--- config.mk ---
export PLATFORM = sky130hd
export DESIGN_NAME = stream_serializer_flat
export DESIGN_NICKNAME = d
export VERILOG_FILES = /design/src/rtl/stream_serializer_pkg.sv /design/src/rtl/stream_serializer_if.sv /design/src/rtl/stream_serializer_sync_fifo.sv /design/src/rtl/stream_serializer.sv /design/src/flat_wrapper.sv
export SDC_FILE = /design/constraint.sdc
export NUM_CORES = 1
export LEC_CHECK = 0
export ABC_CLOCK_PERIOD_IN_PS = 2000
export CORE_MARGIN = 2
export CORE_UTILIZATION = 37
export DETAILED_ROUTE_END_ITERATION = 10
export RECOVER_POWER = 100
export SETUP_SLACK_MARGIN = 0.15
export SYNTH_ARGS = -nofsm -noshare
export SYNTH_HDL_FRONTEND = slang
export SYNTH_SLANG_ARGS = --single-unit
--- constraint.sdc ---
create_clock -name clk -period 2 [get_ports clk]
set_input_delay 0.2 -clock clk [delete_from_list [all_inputs] [get_ports clk]]
set_output_delay 0.2 -clock clk [all_outputs]
set_load 0.02 [all_outputs]
--- src/rtl/stream_serializer_pkg.sv ---
// Shared types and default sizing for the stream serializer and its word buffer.
package serializer_pkg;

    localparam int unsigned SER_DATA_W     = 8;
    localparam int unsigned SER_FIFO_DEPTH = 4;

    typedef enum logic [0:0] {
        StIdle,
        StShift
    } ser_state_t;

endpackage

--- src/rtl/stream_serializer_if.sv ---
// Word-in / bit-out bundle of the stream serializer; master is the producer/observer side.
interface stream_serializer_if #(
    parameter int unsigned DATA_W     = serializer_pkg::SER_DATA_W,
    parameter int unsigned FIFO_DEPTH = serializer_pkg::SER_FIFO_DEPTH
);

    localparam int unsigned LevelW = $clog2(FIFO_DEPTH) + 1;

    logic [DATA_W-1:0] in_data;
    logic              in_valid;
    logic              in_ready;
    logic              stream_out;
    logic              stream_valid;
    logic              busy;
    logic [LevelW-1:0] fifo_level;

    modport master (
        output in_data,
        output in_valid,
        input  in_ready,
        input  stream_out,
        input  stream_valid,
        input  busy,
        input  fifo_level
    );

    modport slave (
        input  in_data,
        input  in_valid,
        output in_ready,
        output stream_out,
        output stream_valid,
        output busy,
        output fifo_level
    );

endinterface

--- src/rtl/stream_serializer_sync_fifo.sv ---
// Single-clock word FIFO with first-word fall-through head and occupancy count.
module sync_fifo #(
    parameter int unsigned WIDTH = 8,
    parameter int unsigned DEPTH = 4
) (
    input  logic                   clk,
    input  logic                   reset,
    input  logic                   push,
    input  logic                   pop,
    input  logic [WIDTH-1:0]       din,
    output logic [WIDTH-1:0]       dout,
    output logic                   full,
    output logic                   empty,
    output logic [$clog2(DEPTH):0] level
);

    localparam int unsigned PtrW   = $clog2(DEPTH);
    localparam int unsigned LevelW = PtrW + 1;

    logic [WIDTH-1:0]  mem_q [DEPTH];
    logic [PtrW-1:0]   wptr_q;
    logic [PtrW-1:0]   rptr_q;
    logic [LevelW-1:0] level_q;
    logic              do_push;
    logic              do_pop;

    assign full    = (level_q == LevelW'(DEPTH));
    assign empty   = (level_q == '0);
    assign level   = level_q;
    assign dout    = mem_q[rptr_q];
    // Guard against misuse so the occupancy count can never leave 0..DEPTH.
    assign do_push = push && !full;
    assign do_pop  = pop && !empty;

    always_ff @(posedge clk or negedge reset) begin
        if (!reset) begin
            wptr_q  <= '0;
            rptr_q  <= '0;
            level_q <= '0;
        end else begin
            if (do_push) begin
                wptr_q <= wptr_q + PtrW'(1);
            end
            if (do_pop) begin
                rptr_q <= rptr_q + PtrW'(1);
            end
            case ({do_push, do_pop})
                2'b10:   level_q <= level_q + LevelW'(1);
                2'b01:   level_q <= level_q - LevelW'(1);
                default: level_q <= level_q;
            endcase
        end
    end

    always_ff @(posedge clk) begin
        if (do_push) begin
            mem_q[wptr_q] <= din;
        end
    end

endmodule

--- src/rtl/stream_serializer.sv ---
// Buffers parallel words and emits them one bit per clock as a gapless serial stream.
module stream_serializer
    import serializer_pkg::*;
#(
    parameter int unsigned DATA_W     = SER_DATA_W,
    parameter int unsigned FIFO_DEPTH = SER_FIFO_DEPTH,
    parameter bit          MSB_FIRST  = 1'b1,
    parameter bit          IDLE_BIT   = 1'b0
) (
    input  logic               clk,
    input  logic               reset,
    stream_serializer_if.slave bus
);

    localparam int unsigned CntW   = $clog2(DATA_W);
    localparam int unsigned LevelW = $clog2(FIFO_DEPTH) + 1;

    ser_state_t        state_q;
    logic [DATA_W-1:0] sreg_q;
    logic [DATA_W-1:0] sreg_shift;
    logic [CntW-1:0]   cnt_q;
    logic              stream_out_q;
    logic              stream_valid_q;
    logic              ready_en_q;

    logic [DATA_W-1:0] fifo_dout;
    logic              fifo_full;
    logic              fifo_empty;
    logic [LevelW-1:0] fifo_level;
    logic              push;
    logic              pop;
    logic              word_done;

    function automatic logic head_bit(input logic [DATA_W-1:0] w);
        return MSB_FIRST ? w[DATA_W-1] : w[0];
    endfunction

    // ready_en_q keeps in_ready low until the first edge after reset release.
    assign bus.in_ready = ready_en_q && !fifo_full;
    assign push         = bus.in_valid && bus.in_ready;

    // A new word is loaded either from idle or on the last bit of the current word.
    assign word_done = (state_q == StIdle) || (cnt_q == '0);
    assign pop       = word_done && !fifo_empty;

    assign sreg_shift = MSB_FIRST ? {sreg_q[DATA_W-2:0], 1'b0} : {1'b0, sreg_q[DATA_W-1:1]};

    sync_fifo #(
        .WIDTH (DATA_W),
        .DEPTH (FIFO_DEPTH)
    ) u_fifo (
        .clk   (clk),
        .reset (reset),
        .push  (push),
        .pop   (pop),
        .din   (bus.in_data),
        .dout  (fifo_dout),
        .full  (fifo_full),
        .empty (fifo_empty),
        .level (fifo_level)
    );

    always_ff @(posedge clk or negedge reset) begin
        if (!reset) begin
            state_q        <= StIdle;
            sreg_q         <= '0;
            cnt_q          <= '0;
            stream_out_q   <= IDLE_BIT;
            stream_valid_q <= 1'b0;
            ready_en_q     <= 1'b0;
        end else begin
            ready_en_q <= 1'b1;
            if (pop) begin
                state_q        <= StShift;
                sreg_q         <= fifo_dout;
                cnt_q          <= CntW'(DATA_W - 1);
                stream_out_q   <= head_bit(fifo_dout);
                stream_valid_q <= 1'b1;
            end else if (state_q == StShift) begin
                if (cnt_q == '0) begin
                    state_q        <= StIdle;
                    stream_out_q   <= IDLE_BIT;
                    stream_valid_q <= 1'b0;
                end else begin
                    sreg_q       <= sreg_shift;
                    cnt_q        <= cnt_q - CntW'(1);
                    stream_out_q <= head_bit(sreg_shift);
                end
            end
        end
    end

    assign bus.stream_out   = stream_out_q;
    assign bus.stream_valid = stream_valid_q;
    assign bus.busy         = (state_q == StShift) || !fifo_empty;
    assign bus.fifo_level   = fifo_level;

endmodule

--- src/flat_wrapper.sv ---
// flat-port wrapper written by rule: the top's interface ports become plain ports
module stream_serializer_flat import serializer_pkg::*;
#(
    parameter int unsigned DATA_W     = SER_DATA_W,
    parameter int unsigned FIFO_DEPTH = SER_FIFO_DEPTH,
    parameter bit          MSB_FIRST  = 1'b1,
    parameter bit          IDLE_BIT   = 1'b0
)
  (clk, reset, bus_in_data, bus_in_valid, bus_in_ready, bus_stream_out, bus_stream_valid, bus_busy, bus_fifo_level);
  stream_serializer_if #(.DATA_W(DATA_W), .FIFO_DEPTH(FIFO_DEPTH)) bus_i ();
  input  logic clk;
  input  logic reset;
  input wire logic [$bits(bus_i.in_data)-1:0] bus_in_data;
  input wire logic [$bits(bus_i.in_valid)-1:0] bus_in_valid;
  output wire logic [$bits(bus_i.in_ready)-1:0] bus_in_ready;
  output wire logic [$bits(bus_i.stream_out)-1:0] bus_stream_out;
  output wire logic [$bits(bus_i.stream_valid)-1:0] bus_stream_valid;
  output wire logic [$bits(bus_i.busy)-1:0] bus_busy;
  output wire logic [$bits(bus_i.fifo_level)-1:0] bus_fifo_level;
  assign bus_i.in_data = bus_in_data;
  assign bus_i.in_valid = bus_in_valid;
  assign bus_in_ready = bus_i.in_ready;
  assign bus_stream_out = bus_i.stream_out;
  assign bus_stream_valid = bus_i.stream_valid;
  assign bus_busy = bus_i.busy;
  assign bus_fifo_level = bus_i.fifo_level;
  stream_serializer #(.DATA_W(DATA_W), .FIFO_DEPTH(FIFO_DEPTH), .MSB_FIRST(MSB_FIRST), .IDLE_BIT(IDLE_BIT)) u_core (.clk(clk), .reset(reset), .bus(bus_i));
endmodule
# Word level (Yosys, flattened, before mapping)
# Memories as Yosys holds them, arrays and structs flattened.
# Index checks and enable logic that the tools add are counted.
[op_classes]
n_addsub = 5
multipliers = 0
n_div = 0
n_lt_le_gt_ge = 0
n_eq_ne = 4
shift = 0
muxes = 18
bitwise_logic = 1
n_reduce_logical = 16
[ops]
columns = ["op", "count"]
rows = [
  ["7-bit 2-to-1 mux", 3],
  ["1-bit 2-to-1 mux", 11],
  ["3-bit 2-to-1 mux", 3],
  ["3-bit logical NOT", 2],
  ["3-bit one-hot mux with 2 select lines", 1],
  ["2-bit nonzero test", 3],
  ["3-bit by 1-bit subtractor with 3-bit output, second input constant", 2],
  ["1-bit logical AND", 5],
  ["2-bit by 1-bit adder with 2-bit output, second input constant", 2],
  ["2-bit AND reduction", 2],
  ["3-bit by 1-bit adder with 3-bit output, second input constant", 1],
  ["3-bit == test, second input constant", 1],
  ["2-bit by 1-bit == test with 1-bit output, second input constant", 1],
  ["2-bit == test, second input constant", 1],
  ["1-bit logical NOT", 2],
  ["1-bit logical OR", 2],
  ["2-bit inequality test, second input constant", 1],
  ["1-bit NOT", 1],
]
[word_totals]
reg_bits = 21
latchBits = 0
mem_bits_rw = 32
rom_bits = 0
inputBits = 11
output_inout_bits = 7
elab_cells = 54
mem_count = 1
[mem_list]
columns = ["memory", "words", "width", "rd", "rd_clocked_by_memory_dff", "write_ports", "line_no", "rtl"]
rows = [
  ["u_core.u_fifo.mem_q", 4, 8, 1, 0, 1, "stream_serializer_sync_fifo.sv:20", "logic [WIDTH-1:0] mem_q [DEPTH];"],
]

# Longest topological paths before layout
# Gate-level depths: netlist of run 1.
[depth]
word_depth = 7
ltp_mapped = 11
ltp_nobuf = 11

# Hierarchy
# A second synthesis of run 1 with hierarchy kept.
[hier_totals]
cells_unflattened = 142
hier_area_um2 = 2239.6
[modules_own_cells]
columns = ["mod", "n_inst", "cells_each", "area_each_um2", "seq_area_each_um2"]
rows = [
  ["sync_fifo", 1, 80, 1584.0, 1136.1],
  ["stream_serializer", 1, 62, 655.6, 350.3],
]

# Least setup slack after synthesis of run 1
# No wires, ideal clock.
[synth_path]
path_kind = "reg2reg"
startpoint = "register u_core.cnt_q[0]"
endpoint = "register u_core.u_fifo.level_q[2] (netlist: u_core.u_fifo.level[2])"
setup_time_ns = 0.080
arrival_ns = 1.963
t_required_ns = 1.920
slack_ns = -0.043
stages_incl_launch_ff = 12
path_buffers = 0
period_less_slack_ns = 2.043
cell_sequence = "dfrtp_1 inv_1 ha_1 ha_1 nor2b_1 nor2_1 ha_1 inv_1 fa_1 xor2_1 nor2_1 xnor2_1"
[synth_between]
elab_chain_len = 6
elab_cells_between_ends = 8
cone_classes = "eq/ne (2); mux (1); reduce/logical (5)"
[synth_lines]
columns = ["element", "line_no", "rtl"]
rows = [
  ["start: declaration", "stream_serializer.sv:21", "logic [CntW-1:0] cnt_q;"],
  ["start signal: assignment", "stream_serializer.sv:76", "cnt_q <= CntW'(DATA_W - 1);"],
  ["start signal: assignment", "stream_serializer.sv:86", "cnt_q <= cnt_q - CntW'(1);"],
  ["3-bit logical NOT (*)", "stream_serializer.sv:43", "assign word_done = (state_q == StIdle) || (cnt_q == '0);"],
  ["1-bit logical OR (*)", "stream_serializer.sv:43", ""],
  ["1-bit logical AND (*)", "stream_serializer.sv:44", "assign pop = word_done && !fifo_empty;"],
  ["1-bit logical AND (*)", "stream_serializer_sync_fifo.sv:33", "assign do_pop = pop && !empty;"],
  ["via u_core.u_fifo.do_pop", "stream_serializer_sync_fifo.sv:25", "logic do_pop;"],
  ["2-bit by 1-bit == test with 1-bit output / 2-bit == test (equally long branches)", "stream_serializer_sync_fifo.sv:47", "case ({do_push, do_pop})"],
  ["3-bit one-hot mux with 2 select lines / 2-bit nonzero test (equally long branches)", "n/a", ""],
  ["end signal: assignment", "stream_serializer_sync_fifo.sv:48", "2'b10: level_q <= level_q + LevelW'(1);"],
  ["end signal: assignment", "stream_serializer_sync_fifo.sv:49", "2'b01: level_q <= level_q - LevelW'(1);"],
  ["end signal: assignment", "stream_serializer_sync_fifo.sv:50", "default: level_q <= level_q;"],
  ["end: declaration", "stream_serializer_sync_fifo.sv:23", "logic [LevelW-1:0] level_q;"],
]
# The timed path passes the listed nets; every way through them passes the cells marked *.
# A chain may end at the register's enable or synchronous reset.

# Final worst setup path of run 1
[layout_path]
startpoint = "register u_core.cnt_q[1]"
endpoint = "register u_core.u_fifo.level_q[2] (netlist: u_core.u_fifo.level[2])"
# Same word-level chain as after synthesis.

==> results of run 1 <==
[cell usage after synthesis (all sizes together)]
cell type / n / area share
nor3: 4 / 0.016
xor2: 2 / 0.0078
ha: 7 / 0.039
dfrtp: 21 / 0.23
and2: 4 / 0.011
nand2b: 2 / 0.0056
nor2b: 1 / 0.0028
clkbuf: 2 / 0.0033
nor2: 9 / 0.015
nand3: 1 / 0.0022
edfxtp: 32 / 0.43
o311a: 1 / 0.0044
or3: 1 / 0.0028
inv: 10 / 0.017
buf: 4 / 0.014
mux2i: 3 / 0.013
nand2: 9 / 0.015
mux4: 8 / 0.092
a32oi: 1 / 0.0039
a21oi: 17 / 0.038
xnor2: 4 / 0.016
o21ai: 1 / 0.0022
conb: 1 / 0.0017
mux2: 1 / 0.0050
fa: 1 / 0.0089
o31a: 1 / 0.0039
[power by group]
part / switching (mW) / internal, mW
Sequential: 0.210 / 1.43
Combinational: 0.668 / 0.679
Clock: 0.373 / 0.265
Total: 1.25 / 2.37
[sequential cells by signal (all words and copies together) (netlist names)]
register	cells
u_core.bus.stream_out	1
u_core.bus.stream_valid	1
u_core.cnt_q	3
u_core.ready_en_q	1
u_core.sreg_q	7
u_core.state_q	1
u_core.u_fifo.level	3
u_core.u_fifo.mem_q	32
u_core.u_fifo.rptr_q	2
u_core.u_fifo.wptr_q	2
[placed cells by master, fill, tap and decap left out, types with 2 or more instances in the layout]
master	synthesis	layout
edfxtp_1	32	32
dfrtp_1	21	19
a21oi_1	17	17
buf_4	0	12
nand2_1	9	9
dlygate4sd3_1	0	9
inv_1	10	8
nor2_1	9	8
mux4_1	7	7
clkdlybuf4s50_1	0	6
clkbuf_8	0	5
and2_1	4	4
xnor2_1	4	4
ha_1	7	4
mux2i_1	3	3
inv_2	0	2
nand2b_1	2	2
nor3_2	3	2
xor2_1	2	2
ha_4	0	2
inv_6	0	2
dlygate4sd2_1	0	2
dfrtp_2	0	2
[routing by layer]
layer | global-route usage | vias up | part of all wire
met5 | 0 | - | 0
met4 | 0.0450 | 0 | 0.015
met3 | 0.0363 | 6 | 0.038
met2 | 0.222 | 23 | 0.51
met1 | 0.161 | 599 | 0.44
li1 | - | 592 | -
[cell families (layout without fill, tap and decap cells)]
group / Yosys count / count (layout)
DFF: 53 / 53
and+or+nand+nor: 31 / 31
AOI/OAI and AO/OA: 21 / 21
buffers and inverters: 16 / 48
muxes: 12 / 12
adders and majority gates: 8 / 8
xor gates and xnor gates: 6 / 6
other: 1 / 1
[worst reg2reg max path: stages (launching register included)]
cell and delay (ns):
dfrtp_1 0.40, inv_1 0.06, ha_2 0.19, ha_4 0.15
nor2b_4 0.05, nor2_4 0.11, ha_4 0.15, inv_2 0.03
fa_2 0.32, xor2_1 0.15, nor2_1 0.15, xnor2_1 0.14
[area by class of cell]
cell class                 count  area, um2
clock buffer                   5       68.8
fill                         528       3160
timing repair buffer          30        262
clock inverter                 3       28.8
inverter                      10       37.5
multi-input combinational     79        749
sequential                    53       1490
tap                           75       93.8
[worst paths after layout]
path | depth (start not counted) | startpoint | end | slack, ns
setup / recovery | 11 | u_core.cnt_q[1]$_DFFE_PN0P_ | u_core.u_fifo.level[2]$_DFFE_PN0P_ | 0.02
hold / removal | 2 | u_core.sreg_q[6]$_DFFE_PN0P_ | u_core.bus.stream_out$_DFFE_PN0P_ | 0.53
setup reg to reg | 11 | u_core.cnt_q[1]$_DFFE_PN0P_ | u_core.u_fifo.level[2]$_DFFE_PN0P_ | 0.02
hold reg to reg | 2 | u_core.sreg_q[6]$_DFFE_PN0P_ | u_core.bus.stream_out$_DFFE_PN0P_ | 0.53
max in group asynchronous | 2 | reset | u_core.u_fifo.level[2]$_DFFE_PN0P_ | 0.61
min in group asynchronous | 2 | reset | u_core.u_fifo.level[1]$_DFFE_PN0P_ | 0.63
[metrics by stage]
stage	util	cells	setup slack, ns	TNS [ns]
final	0.464	255	0.0249	0
after global routing	0.464	255	-0.0413	-0.0413
after CTS	0.462	253	0.0422	0
after detailed placement	0.439	242	-0.0453	-0.0453
after global placement	0.439	242	0.0498	0
after floorplan	-	148	0.0441	0
[repair_timing]
item,CTS,global route
pin swaps,3,5
buffers inserted,3,2
resized for setup,4,0
hold buffers,0,0
endpoints found under the setup margin,4,2
==> impl_metrics.csv, run 1 <==
group,metric,value,unit
detailed_routing,drt_pass1_iterations,4,
sta,rsz0062_at_grt,"yes",
sta,timing_hold_violations_final,0,
logic_synthesis,ys_seq_elements,53,
grt,grt-ovfl-total,0,
worst_setup_path,critical_path.max_fanout,2,
grt,grt_max_degree,22,
worst_setup_path,path_cells,"inv_1 > ha_2 > ha_4 > nor2b_4 > nor2_4 > ha_4 > inv_2 > fa_2 > xor2_1 > nor2_1 > xnor2_1",
layout,syn_to_final_growth,21.2,%
logic_synthesis,yosysWarnings,0,
layout,antennaDiodeCount,0,
worst_setup_path,crit_type,"register to register",
layout,final_area,2730,um2
detailed_routing,drcViolationCount,0,
hold_path,hold_path_class,"register to register",
grt,track_usage,0.131,
sta,finalSetupViolCount,0,
logic_synthesis,ys_seq_area_frac,0.660,
detailed_routing,final_antenna_net_count,0,
placement,portBuffers,17,
logic_synthesis,synth-compound-area-share,0.0523,
grt,antenna_found_initial,0,
detailed_routing,wl,3.77,mm
worst_setup_path,slowest_delay,0.40,ns
layout,nNetsFinal,198,
logic_synthesis,synth_top_family_by_area,"multiplexers",
logic_synthesis,synthSimpleGateAreaFrac,0.0700,
logic_synthesis,syn_inst,148,
clocking,ctsHtreeMaxLevel,2,
sta,whs,0.526,ns
run_status,outcome,"completed",
power_and_ir_drop,p_per_area,1330,nW/um2
logic_synthesis,syn_avg_cell_area,15.2,um2
logic_synthesis,synth_xor_area_frac,0.0233,
worst_setup_path,worst_ep_arrival_time,2.20,ns
worst_setup_path,crit_path_top_delay_cell,"dfrtp_1",
logic_synthesis,synth_nets,167,
detailed_routing,viasPerCell,4.78,
power_and_ir_drop,finalPower,3.62,mW
detailed_routing,vias,1220,
detailed_routing,wl_per_cell,14.8,um
clocking,clkSinkCount,53,
worst_setup_path,crit_top_cell,"ha_4",
placement,gp_congestion,0.711,
die,row_count,28,
power_and_ir_drop,leakage,1.08,nW
worst_setup_path,cp-start-kind,"register",
sta,tightest_slew,1.15,ns
clocking,cts_buffer_depth,2,
sta,final-max-slew-violation-count,0,
sta,fmaxAchievable,506,MHz
clocking,clock_latency,0.31,ns
die,core-area,5890,um2
clocking,numCtsBuffers,5,
worst_setup_path,path_delay_family,"adder cells",
detailed_routing,drt_iter0_drc,57,
sta,fin_crit,1.98,ns
worst_setup_path,path_buf_inv,2,
die,die_w,82.0,um
worst_setup_path,cp_data_required_time,2.23,ns
sta,post-route-period-util,0.988,
placement,placed_cell_area,2580,um2
sta,finClkSkew,0.00572,ns
logic_synthesis,synthAdderAreaFrac,0.0478,
placement,dp_hpwl,2.59,mm
clocking,cts_tree,"yes",
grt,grt_pass1_vias,1315,
sta,max_slew_margin,0.232,
die,top_level_ports,18,
power_and_ir_drop,vdd_ir_drop_max,0.000570,V
logic_synthesis,syn_area,2250,um2
die,dieArea,6720,um2
clocking,cts-root-buf,"clkbuf_8",
clocking,path_clk_slew,0.10,ns
die,initial_utilization,0.382,
logic_synthesis,yosysUniqueCellTypes,29,
layout,layout-drive-gt1-share,0.200,
worst_setup_path,cp-end-kind,"register",
logic_synthesis,muxShareOfSynthArea,0.110,
grt,grt_pass1_wl,6.35,mm
flow_run,cap_violations,0,
die,chipHeight,82.0,um
(Power assumes the default switching activity.)
==> inputs of run 2 (changes only) <==
REMOVE_ABC_BUFFERS = 1   (was default)
==> impl_metrics.csv, run 2 (synthesis gave the netlist of run 1 again) <==
group,metric,value,unit
worst_setup_path,cp-end-kind,"register",
sta,whs,0.522,ns
power_and_ir_drop,p_per_area,1360,nW/um2
sta,timing_hold_violations_final,0,
grt,track_usage,0.132,
layout,layout-drive-gt1-share,0.216,
detailed_routing,wl_per_cell,15.2,um
detailed_routing,final_antenna_net_count,0,
die,core-area,5890,um2
clocking,cts-root-buf,"clkbuf_8",
sta,fmaxAchievable,523,MHz
detailed_routing,viasPerCell,4.95,
power_and_ir_drop,vdd_ir_drop_max,0.000693,V
grt,grt_max_degree,22,
sta,post-route-period-util,0.956,
layout,syn_to_final_growth,23.4,%
sta,fin_crit,1.91,ns
hold_path,hold_path_class,"register to register",
sta,finClkSkew,0.00844,ns
layout,nNetsFinal,203,
clocking,ctsHtreeMaxLevel,2,
worst_setup_path,critical_path.max_fanout,2,
grt,grt-ovfl-total,0,
clocking,clock_latency,0.31,ns
layout,antennaDiodeCount,0,
layout,largest_reg_flops,32,
clocking,numCtsBuffers,5,
die,row_count,28,
layout,final_common_cell,"edfxtp_1",
run_status,outcome,"completed",
die,top_level_ports,18,
worst_setup_path,crit_type,"register to register",
layout,fillCellCount,542,
sta,final-max-slew-violation-count,0,
layout,layout_common_cells,"edfxtp_1 (32), dfrtp_1 (21), a21oi_1 (17), buf_4 (16)",
die,die_w,82.0,um
layout,reg.largest.list,"u_core.u_fifo.mem_q: 32 flops, u_core.sreg_q: 7 flops",
layout,largest-register,"u_core.u_fifo.mem_q",
clocking,clkSinkCount,53,
worst_setup_path,worst_ep_arrival_time,2.13,ns
detailed_routing,drcViolationCount,0,
grt,grt_pass1_wl,6.40,mm
die,dieArea,6720,um2
placement,placed_cell_area,2550,um2
hold_path,holdPathStages,2,
clocking,path_clk_slew,0.10,ns
sta,finalSetupViolCount,0,
die,initial_utilization,0.382,
detailed_routing,drt_pass1_iterations,4,
clocking,cts_buffer_depth,2,
clocking,cts_tree,"yes",
power_and_ir_drop,leakage,1.10,nW
worst_setup_path,cp_data_required_time,2.22,ns
detailed_routing,drt_iter0_drc,66,
worst_setup_path,reg2reg_depth,11,
detailed_routing,wl,3.95,mm
placement,dp_hpwl,2.50,mm
grt,grt_pass1_vias,1326,
placement,gp_congestion,0.752,
flow_run,cap_violations,0,
die,chipHeight,82.0,um
sta,rsz0062_at_grt,"yes",
sta,max_slew_margin,0.224,
sta,tightest_slew,1.16,ns
detailed_routing,vias,1287,
grt,antenna_found_initial,0,
placement,portBuffers,17,
clocking,cts_hold_buf,0,
worst_setup_path,cp-start-kind,"register",
layout,final_area,2780,um2
## run 2: metrics by stage
stage	util	cells	setup slack (ns)	power [mW]	TNS, ns
floorplan	-	142	-0.423	2.41	-0.985
global placement	0.433	244	0.0372	2.82	0
detailed placement	0.433	244	-0.0894	2.88	-0.0894
CTS	0.465	257	0.0267	3.73	0
global route	0.472	260	-0.00226	4.05	-0.00226
finish	0.472	260	0.0880	3.78	0
## run 2: worst paths after layout
kind,end,start,slack (ns)
max,u_core.u_fifo.level[2]$_DFFE_PN0P_,u_core.cnt_q[1]$_DFFE_PN0P_,0.09
min,u_core.bus.stream_out$_DFFE_PN0P_,u_core.sreg_q[6]$_DFFE_PN0P_,0.52
max reg2reg,u_core.u_fifo.level[2]$_DFFE_PN0P_,u_core.cnt_q[1]$_DFFE_PN0P_,0.09
min reg2reg,u_core.bus.stream_out$_DFFE_PN0P_,u_core.sreg_q[6]$_DFFE_PN0P_,0.52
max in group asynchronous,u_core.cnt_q[0]$_DFFE_PN0P_,reset,0.67
min in group asynchronous,u_core.sreg_q[4]$_DFFE_PN0P_,reset,0.64
## run 2: timing repair
item                                    CTS  global route
pin swaps                                 7             8
setup buffers                             5             3
resized for setup                        13             6
endpoints found under the setup margin    4             3
## run 2: where the power goes
| part | internal (mW) | switching [mW] | leakage (nW) |
|---|---|---|---|
| registers | 1.42 | 0.212 | 0.539 |
| clock network | 0.382 | 0.355 | 0.0591 |
| logic | 0.719 | 0.689 | 0.507 |
## run 2: routing by layer
metal  vias to the layer above  GRT usage  wire (um)
met5                         -          0          0
met3                         9     0.0330        160
met2                        36      0.215       1910
met1                       633      0.171       1810
li1                        609          -          -
met4                         0     0.0500         65
## run 2: area by class of cell
type	instances	area [um2]	share of cell area
Sequential cell	53	1490	0.535
Multi-Input combinational cell	79	748	0.269
Tap cell	75	93.8	0.0338
Clock buffer	5	68.8	0.0248
Clock inverter	3	47.5	0.0171
Timing Repair Buffer	35	295	0.106
Inverter	10	37.5	0.0135
## run 2: critical path, stage by stage (launching register included)
cell     delay (ns)
dfrtp_1        0.40
inv_2          0.07
ha_4           0.13
ha_4           0.14
nor2b_4        0.05
nor2_4         0.10
ha_4           0.14
inv_2          0.04
fa_2           0.33
xor2_1         0.16
nor2_1         0.12
xnor2_1        0.14
==> inputs of run 3 (changes only) <==
SKIP_CTS_REPAIR_TIMING = 1   (was default)
SLEW_MARGIN = 20   (was default)
==> impl_metrics.csv, run 3 (synthesis gave the netlist of run 1 again) <==
group,metric,value,unit
clocking,cts_tree,"yes",
grt,track_usage,0.126,
detailed_routing,final_antenna_net_count,0,
power_and_ir_drop,p_seq_frac,0.445,
power_and_ir_drop,leakage,1.08,nW
clocking,clock_latency,0.30,ns
placement,dp_hpwl,2.50,mm
run_status,outcome,"completed",
power_and_ir_drop,p_int,2.46,mW
layout,reg.largest.list,"u_core.u_fifo.mem_q: 32 flops, u_core.sreg_q: 7 flops",
grt,antenna_found_initial,0,
die,dieArea,6720,um2
clocking,cts-root-buf,"clkbuf_8",
sta,setup_ws,0.00871,ns
sta,rsz0062_at_grt,"yes",
power_and_ir_drop,power.share.clock,0.202,
worst_setup_path,path_delay_family,"adder cells",
placement,place_inst,244,
layout,final_common_cell,"edfxtp_1",
detailed_routing,drt_iter0_drc,68,
sta,final-max-slew-violation-count,0,
worst_setup_path,crit_type,"register to register",
worst_setup_path,worst_ep_arrival_time,2.22,ns
worst_setup_path,slowest_delay,0.41,ns
sta,fin_crit,1.99,ns
sta,finClkSkew,0.00705,ns
layout,largest-register,"u_core.u_fifo.mem_q",
layout,layout_common_cells,"edfxtp_1 (32), dfrtp_1 (21), a21oi_1 (17), buf_4 (11), dlygate4sd3_1 (10)",
placement,portBuffers,17,
layout,final_area,2720,um2
sta,tightest_slew,1.16,ns
hold_path,hold_path_class,"register to register",
layout,antennaDiodeCount,0,
detailed_routing,drt_pass1_iterations,4,
worst_setup_path,cp_data_required_time,2.23,ns
placement,preCtsSetupSlack,-0.0894,ns
power_and_ir_drop,p_per_area,1350,nW/um2
sta,post-route-period-util,0.996,
die,row_count,28,
clocking,numCtsBuffers,5,
detailed_routing,wl,3.84,mm
hold_path,holdPathStages,1,
die,die_w,82.0,um
layout,syn_to_final_growth,20.9,%
die,top_level_ports,18,
placement,gp_congestion,0.752,
worst_setup_path,path_buf_inv,2,
placement,placed_cell_area,2550,um2
clocking,cts_buffer_depth,2,
worst_setup_path,path_cells,"inv_2 > ha_4 > ha_4 > nor2b_2 > nor2_2 > ha_2 > inv_2 > fa_2 > xor2_1 > nor2_1 > xnor2_1",
detailed_routing,viasPerCell,4.95,
worst_setup_path,critical_path.max_fanout,2,
worst_setup_path,cp-start-kind,"register",
grt,grt_max_degree,22,
die,core-area,5890,um2
power_and_ir_drop,p_sw,1.22,mW
worst_setup_path,crit_path_top_delay_cell,"dfrtp_1",
die,initial_utilization,0.382,
flow_run,cap_violations,0,
die,chipHeight,82.0,um
grt,grt_pass1_vias,1272,
sta,timing_hold_violations_final,0,
detailed_routing,drcViolationCount,0,
grt,grt_pass1_wl,6.12,mm
worst_setup_path,reg2reg_depth,11,
clocking,clkSinkCount,53,
power_and_ir_drop,combPwrFrac,0.352,
power_and_ir_drop,vdd_ir_drop_max,0.000677,V
layout,fin_util,0.462,
detailed_routing,wl_per_cell,15.0,um
layout,layout-drive-gt1-share,0.183,
layout,fillCellCount,548,
worst_setup_path,cp_num_cells,11,
layout,fin_cells,255,
layout,nNetsFinal,198,
clocking,path_clk_slew,0.10,ns
clocking,ctsHtreeMaxLevel,2,
sta,max_slew_margin,0.227,
power_and_ir_drop,p_sw_frac,0.331,
worst_setup_path,cp-end-kind,"register",
grt,grt-ovfl-total,0,
sta,finalSetupViolCount,0,
detailed_routing,vias,1263,
layout,largest_reg_flops,32,
sta,fmaxAchievable,502,MHz
## run 3: cell types whose count changed in the layout (fill, tap and decap cells not counted), sizes merged
cell	before	now
dlygate4sd2	2	0
clkdlybuf4s50	6	5
dlygate4sd3	9	10
buf	16	11
dlymetal6s2s	0	2
## run 3: area by class of cell
class	count	area (um2)	area share
Sequential cell	53	1490	0.546
Inverter	10	37.5	0.0138
Multi-Input combinational cell	79	722	0.265
Clock buffer	5	68.8	0.0253
Tap cell	75	93.8	0.0345
Clock inverter	3	47.5	0.0175
Timing Repair Buffer	30	265	0.0975
## run 3: power groups by stage
stage | clock [mW] | combinational, mW | sequential (mW)
floorplan | 0 | 0.727 | 1.68
global placement | 0 | 1.17 | 1.64
finish | 0.743 | 1.29 | 1.64
CTS | 0.758 | 1.22 | 1.64
detailed placement | 0 | 1.22 | 1.66
global route | 0.801 | 1.46 | 1.67
## run 3: worst register-to-register path, delay by kind of cell, from the launching register on
family	cells	cell delay, ns
XOR/XNOR	2	0.27
adder cells (fa/ha/maj)	4	0.81
flip-flops	1	0.41
AND/OR/NAND/NOR	3	0.29
buffers and inverters	2	0.12
## run 3: routing by layer
layer	global-route usage	vias to the layer above	routed length [um]
met5	0	-	0
met4	0.0500	0	65
met3	0.0330	9	140
met2	0.194	32	1820
li1	-	599	-
met1	0.171	623	1810
## run 3: final timing paths
| path | slack (ns) | to | from |
|---|---|---|---|
| hold / removal | 0.50 | u_core.cnt_q[0]$_DFFE_PN0P_ | u_core.cnt_q[0]$_DFFE_PN0P_ |
| min in group asynchronous | 0.64 | u_core.sreg_q[3]$_DFFE_PN0P_ | reset |
| max in group asynchronous | 0.67 | u_core.cnt_q[0]$_DFFE_PN0P_ | reset |
| setup / recovery | 0.009 | u_core.u_fifo.level[2]$_DFFE_PN0P_ | u_core.cnt_q[1]$_DFFE_PN0P_ |
| hold reg to reg | 0.50 | u_core.cnt_q[0]$_DFFE_PN0P_ | u_core.cnt_q[0]$_DFFE_PN0P_ |
| setup reg to reg | 0.009 | u_core.u_fifo.level[2]$_DFFE_PN0P_ | u_core.cnt_q[1]$_DFFE_PN0P_ |
## run 3: stage by stage
stage,hold slack [ns],total power [mW],TNS (ns)
2_1_floorplan,-0.0956,2.41,-0.985
4_1_cts,0.237,3.62,-0.142
6_report,0.502,3.67,0
5_1_grt,0.538,3.93,-0.0845
3_5_place_dp,0.478,2.88,-0.0894
3_3_place_gp,0.456,2.82,0
